### src/rtl/io_irq_ctrl.sv
// Switch/button input conditioning: 2-FF sync, tick-based debounce, edge detect,
// sticky interrupt status and a single registered level interrupt.
module io_irq_ctrl #(
   parameter int unsigned TICK_DIV = 100000
) (
   input  logic       ACLK,
   input  logic       ARESETn,
   input  logic [7:0] sw_in,
   input  logic [4:0] btn_in,
   input  logic [7:0] deb_switch_ena,
   input  logic [4:0] deb_button_ena,
   input  logic [4:0] deb_time,
   input  logic [7:0] int_switch_ena,
   input  logic [4:0] int_button_ena,
   input  logic [7:0] int_switch_clr,
   input  logic [4:0] int_button_clr,
   input  logic [4:0] button_posedge,
   input  logic [4:0] button_negedge,
   input  logic       invoke_int_test,
   output logic [7:0] switch,
   output logic [4:0] button,
   output logic [7:0] int_switch_sts,
   output logic [4:0] int_button_sts,
   output logic       irq
);

   localparam int unsigned N_SW   = 8;
   localparam int unsigned N_BTN  = 5;
   localparam int unsigned N_IN   = N_SW + N_BTN;
   localparam int unsigned DEB_W  = 5;
   localparam int unsigned TICK_W = $clog2(TICK_DIV);

   logic [N_IN-1:0]   sync_q1;
   logic [N_IN-1:0]   sync_q2;
   logic [N_IN-1:0]   stable_q;
   logic [N_IN-1:0]   prev_q;
   logic [N_IN-1:0]   deb_ena;
   logic [DEB_W-1:0]  deb_cnt_q [N_IN];
   logic [TICK_W-1:0] tick_cnt_q;
   logic              tick;
   logic [N_SW-1:0]   sw_evt;
   logic [N_BTN-1:0]  btn_rise;
   logic [N_BTN-1:0]  btn_fall;

   assign deb_ena = {deb_button_ena, deb_switch_ena};
   assign tick    = (tick_cnt_q == TICK_W'(TICK_DIV - 1));

   // Two-stage synchroniser for the asynchronous pins
   always_ff @(posedge ACLK or negedge ARESETn) begin
      if (!ARESETn) begin
         sync_q1 <= '0;
         sync_q2 <= '0;
      end else begin
         sync_q1 <= {btn_in, sw_in};
         sync_q2 <= sync_q1;
      end
   end

   // Free-running debounce tick divider
   always_ff @(posedge ACLK or negedge ARESETn) begin
      if (!ARESETn) begin
         tick_cnt_q <= '0;
      end else if (tick) begin
         tick_cnt_q <= '0;
      end else begin
         tick_cnt_q <= tick_cnt_q + TICK_W'(1);
      end
   end

   // Per-bit debounce: a level must disagree for deb_time+1 ticks to be accepted
   always_ff @(posedge ACLK or negedge ARESETn) begin
      if (!ARESETn) begin
         stable_q <= '0;
         for (int unsigned i = 0; i < N_IN; i++) begin
            deb_cnt_q[i] <= '0;
         end
      end else begin
         for (int unsigned i = 0; i < N_IN; i++) begin
            if (!deb_ena[i]) begin
               stable_q[i]  <= sync_q2[i];
               deb_cnt_q[i] <= '0;
            end else if (sync_q2[i] == stable_q[i]) begin
               deb_cnt_q[i] <= '0;
            end else if (tick) begin
               if (deb_cnt_q[i] >= deb_time) begin
                  stable_q[i]  <= sync_q2[i];
                  deb_cnt_q[i] <= '0;
               end else begin
                  deb_cnt_q[i] <= deb_cnt_q[i] + DEB_W'(1);
               end
            end
         end
      end
   end

   assign sw_evt   = (stable_q[N_SW-1:0] ^ prev_q[N_SW-1:0]) & int_switch_ena;
   assign btn_rise = stable_q[N_IN-1:N_SW] & ~prev_q[N_IN-1:N_SW] & button_posedge & int_button_ena;
   assign btn_fall = ~stable_q[N_IN-1:N_SW] & prev_q[N_IN-1:N_SW] & button_negedge & int_button_ena;

   // Sticky status: set (event or test) dominates clear; irq masks with live enables
   always_ff @(posedge ACLK or negedge ARESETn) begin
      if (!ARESETn) begin
         prev_q         <= '0;
         int_switch_sts <= '0;
         int_button_sts <= '0;
         irq            <= 1'b0;
      end else begin
         prev_q         <= stable_q;
         int_switch_sts <= (int_switch_sts & ~int_switch_clr) | sw_evt | {N_SW{invoke_int_test}};
         int_button_sts <= (int_button_sts & ~int_button_clr) | btn_rise | btn_fall
                           | {N_BTN{invoke_int_test}};
         irq            <= (|(int_switch_sts & int_switch_ena)) | (|(int_button_sts & int_button_ena));
      end
   end

   assign switch = stable_q[N_SW-1:0];
   assign button = stable_q[N_IN-1:N_SW];

endmodule

### config.mk
export PLATFORM = sky130hd
export DESIGN_NAME = io_irq_ctrl
export DESIGN_NICKNAME = d
export VERILOG_FILES = /design/src/rtl/io_irq_ctrl.sv
export SDC_FILE = /design/constraint.sdc
export NUM_CORES = 1
export LEC_CHECK = 0
export CORE_MARGIN = 2
export CORE_UTILIZATION = 42
export CTS_BUF_LIST = sky130_fd_sc_hd__clkbuf_2
export DETAILED_ROUTE_END_ITERATION = 8
export DONT_BUFFER_PORTS = 1
export GPL_TIMING_DRIVEN = 0
export PLACE_DENSITY_LB_ADDON = 0.05
export SLEW_MARGIN = 40
export SYNTH_ARGS = -nofsm -noshare
export SYNTH_HDL_FRONTEND = slang
export SYNTH_SLANG_ARGS = --single-unit
### constraint.sdc
create_clock -name ACLK -period 6 [get_ports ACLK]
set_input_delay 0.9 -clock ACLK [delete_from_list [all_inputs] [get_ports ACLK]]
set_output_delay 0.9 -clock ACLK [all_outputs]
set_load 0.01 [all_outputs]
==> impl_summary.log <==
[metrics] number of enable flip-flop cells after synthesis: 0
[metrics] standard cell core area: 18710 um^2
[metrics] Post-synth top cells: dfrtp_1 (148), nand3_1 (99), nand2_1 (83)
[metrics] leading cell type by number of instances after synthesis: dfrtp_1
[metrics] final worst setup slack: 3.133 ns
[metrics] minimum clock period after layout: 2.867 ns
[metrics] endpoints failing hold: 0
[metrics] slack of the worst reg-to-reg path: 3.13 ns
[metrics] die area: 20150 um^2
[metrics] DIE HEIGHT: 142.0 um
[metrics] clock tree from TritonCTS: yes
[metrics] Critical Path Sink: deb_cnt_q[26]$_DFFE_PN0P_
[metrics] worst flop-to-flop path startpoint: tick_cnt_q[5]$_DFF_PN0_
[metrics] largest fanout on the critical path: 10
[metrics] Worst EP arrival: 3.50 ns
[metrics] initial cell density of the core: 42.74%
[metrics] wire length of the first global-routing pass: 31010 um
[metrics] cell types with the largest area share after synthesis: dfrtp_1 (46%), ha_1 (12%), nand3_1 (6.2%)
[metrics] total of buffers placed on input and output ports: 0
[metrics] post-synth cell types: 46
[metrics] Skew-Pair Late Insertion Delay: 0.70 ns
[metrics] total net switching power: 530.0 uW
[metrics] starting DRC count in detailed routing: 455
[metrics] netlist area before placement: 7994 um^2
[metrics] deepest level of the CTS H-tree: 4
[metrics] final-report max-slew violation count: 0
[metrics] gr ovfl total: 0
[metrics] Placed Instances: 1033
[metrics] detailed-route via count: 6131
[metrics] critical path startpoint category: flop
[metrics] Power Density: 224.5 nW/um^2
[metrics] Achievable Freq: 0.3488 GHz
[metrics] half-perimeter wire length after placement: 13120 um
[metrics] category of the critical setup timing path: reg -> reg
[metrics] Final Net Count: 970
[metrics] DRC violations left: 0
[metrics] maximum capacitance violations: 0
[metrics] DRT antenna net count: 0
[metrics] count of warnings emitted by yosys: 0
[metrics] post-synthesis sequential element count: 148
[metrics] via count of the first global-routing pass: 6081
[metrics] syn avg cell area: 10.02 um^2
[metrics] kind of capture point of the worst setup path: flop
[metrics] number of sinks driven by the clock tree: 148
[metrics] count of fill cells added during filler insertion: 1774
[metrics] Setup crit start: tick_cnt_q[5]$_DFF_PN0_
[metrics] Crit path required time: 6.64 ns
[metrics] Vias per Instance: 5.735
[metrics] fraction of the cycle the final worst path needs: 47.79%
[metrics] pin count of the biggest net entering global routing: 149
[metrics] clock transition time at the flip-flop clock pins of the worst setup and hold paths: 0.23 ns
[metrics] worst reg-to-reg path cell count: 7
[metrics] Total Routing Usage GR: 19.83%
[metrics] FP Rows: 50
[metrics] Sum Neg Setup Slack: 0 ns
[metrics] 1st-pass router iterations: 5
[metrics] count of final setup violators: 0
[metrics] fraction of power spent switching nets: 27.22%
[metrics] TritonCTS Buffers: 17
[metrics] wire per inst: 17.97 um
[metrics] number of placed I/O pins: 97
[metrics] IR drop worst, VDD: 99.39 uV
[metrics] share of total power in the clock network: 35.2%
[metrics] initial antenna violation count: 1
[metrics] die span in x: 142.0 um
[metrics] buffer levels on the longest clock path: 2
[metrics] end-of-flow core utilization: 46.37%
[metrics] result of the run: completed
[metrics] register share of total power: 55.7%
[metrics] routability congestion estimate: 0.8444
[metrics] reported leakage power: 0.003888 uW
[metrics] signed area change from the synthesized netlist to the final layout: 8.499%
[metrics] end of the worst register-to-register path: deb_cnt_q[26]$_DFFE_PN0P_
[metrics] proportion of synthesized flip-flops having asynchronous set or reset: 100.0%
[metrics] Gates resized, CTS repair: 0
[metrics] top flip-flop cell by instance count after synthesis: dfrtp_1
[metrics] total routed wirelength: 19210 um
[metrics] largest area contributor in the synthesized netlist: dfrtp_1
[metrics] measured slew at the worst slew-check pin: 0.8883 ns
[metrics] Setup Slack @ Placement: 2.828 ns
[metrics] combinational fraction of design power: 9.0%
[metrics] Synth top area share: 46.33%
[metrics] Post-Syn Nets: 947
[metrics] Max transition margin: 40.71%
[metrics] gate count of the mapped netlist: 798
[metrics] Hold Path Class: in -> reg
[metrics] Final Non-Filler Cells: 1069
[metrics] root buffer cell: clkbuf_2
[metrics] RSZ-0062 raised after global routing: no
[metrics] sequential cell area fraction in the yosys report: 46.33%
[metrics] Clock Skew: 0.03425 ns
[metrics] Internal Power: 1417 uW
[metrics] share of cells above drive strength 1: 6.835%
flip-flops by register name, summed over array words and instances, names as in the netlist:
name	flops
sync_q2	13
prev_q	13
irq	1
int_switch_sts	8
deb_cnt_q	65
tick_cnt_q	17
int_button_sts	5
sync_q1	13
stable_q	13
worst min path at each step:
stage | startpoint | to | slack [ns] | cells after the start
6_report | sw_in[4] | sync_q1[4]$_DFF_PN0_ | 0.18 | 0
5_1_grt | btn_in[0] | sync_q1[8]$_DFF_PN0_ | 0.09 | 0
4_1_cts | sw_in[4] | sync_q1[4]$_DFF_PN0_ | 0.1 | 0
3_5_place_dp | sync_q1[10]$_DFF_PN0_ | sync_q2[10]$_DFF_PN0_ | 0.34 | 0
3_3_place_gp | sync_q1[11]$_DFF_PN0_ | sync_q2[11]$_DFF_PN0_ | 0.33 | 0
2_1_floorplan | sync_q1[0]$_DFF_PN0_ | sync_q2[0]$_DFF_PN0_ | 0.33 | 0
layout by cell type, fill, tap and decap left out, drive strengths merged, types with 12 or more instances in the layout:
cell    count
a21oi      41
a221o      13
a22oi      15
a31oi      19
and3       12
clkbuf     24
dfrtp     148
ha         79
inv        38
mux2       13
nand2      83
nand3      99
nand3b     15
nor2       26
o21ai      41
xor2       24
metrics by stage:
stage,area [um^2],hold WS [ns],total power (uW)
floorplan,7994,0.3312,1206
global placement,8287,0.3313,1251
detailed placement,8307,0.3355,1257
CTS,8633,0.09830,1979
global route,8673,0.08992,2054
finish,8673,0.1823,1947
what timing repair did:
item / 4_1_cts / 5_1_grt
buffers inserted: 0 / 0
hold buffers: 1 / 1
hold endpoints to repair: 148 / 37
routing by layer:
metal  global-route usage (%)  up-vias  share of wire (%)
li1                         -     2985                  -
met1                    27.44     2979                 49
met2                    32.17      148                 46
met3                    3.163       19                4.0
met4                    6.158        0                1.4
met5                        0        -                  0
power by group through the flow:
stage	logic [uW]	clock network (uW)	registers [uW]
after global routing	202	759	1090
final	176	686	1080
after detailed placement	153	0	1100
after global placement	148	0	1100
after floorplan	115	0	1090
after CTS	176	717	1090
worst max-delay path: stages (launching register included):
cell and delay, ns:
dfrtp_1 0.40, clkbuf_1 0.18, nand4bb_1 0.38, nor4_4 0.83, buf_2 0.39, buf_2 0.35, nand3_1 0.12, a21oi_1 0.17
logic make-up (layout without fill, tap and decap cells):
| family | count (synthesis) | in the layout | synth area share, % |
|---|---|---|---|
| muxes | 13 | 13 | 1.831 |
| other | 0 | 1 | 0 |
| buffers and inverters | 51 | 87 | 2.567 |
| xor gates and xnor gates | 34 | 34 | 3.725 |
| adders and majority gates | 79 | 79 | 12.37 |
| DFF | 148 | 148 | 46.33 |
| and+or+nand+nor | 303 | 303 | 19.53 |
| AOI/OAI and AO/OA | 170 | 170 | 13.65 |
area by class of cell:
| class | count | area [um^2] | area share, % |
|---|---|---|---|
| diodes | 1 | 2.502 | 0.02885 |
| plain buffers | 14 | 66.31 | 0.7646 |
| clock buffers | 18 | 90.09 | 1.039 |
| clock inverters | 14 | 209.0 | 2.409 |
| inverters | 37 | 138.9 | 1.601 |
| multi-input cells | 599 | 4100 | 47.27 |
| flip-flops and latches | 148 | 3704 | 42.70 |
| well taps | 234 | 292.8 | 3.376 |
| repair buffers | 4 | 70.07 | 0.8078 |
Power figures use the tool's default switching activity.
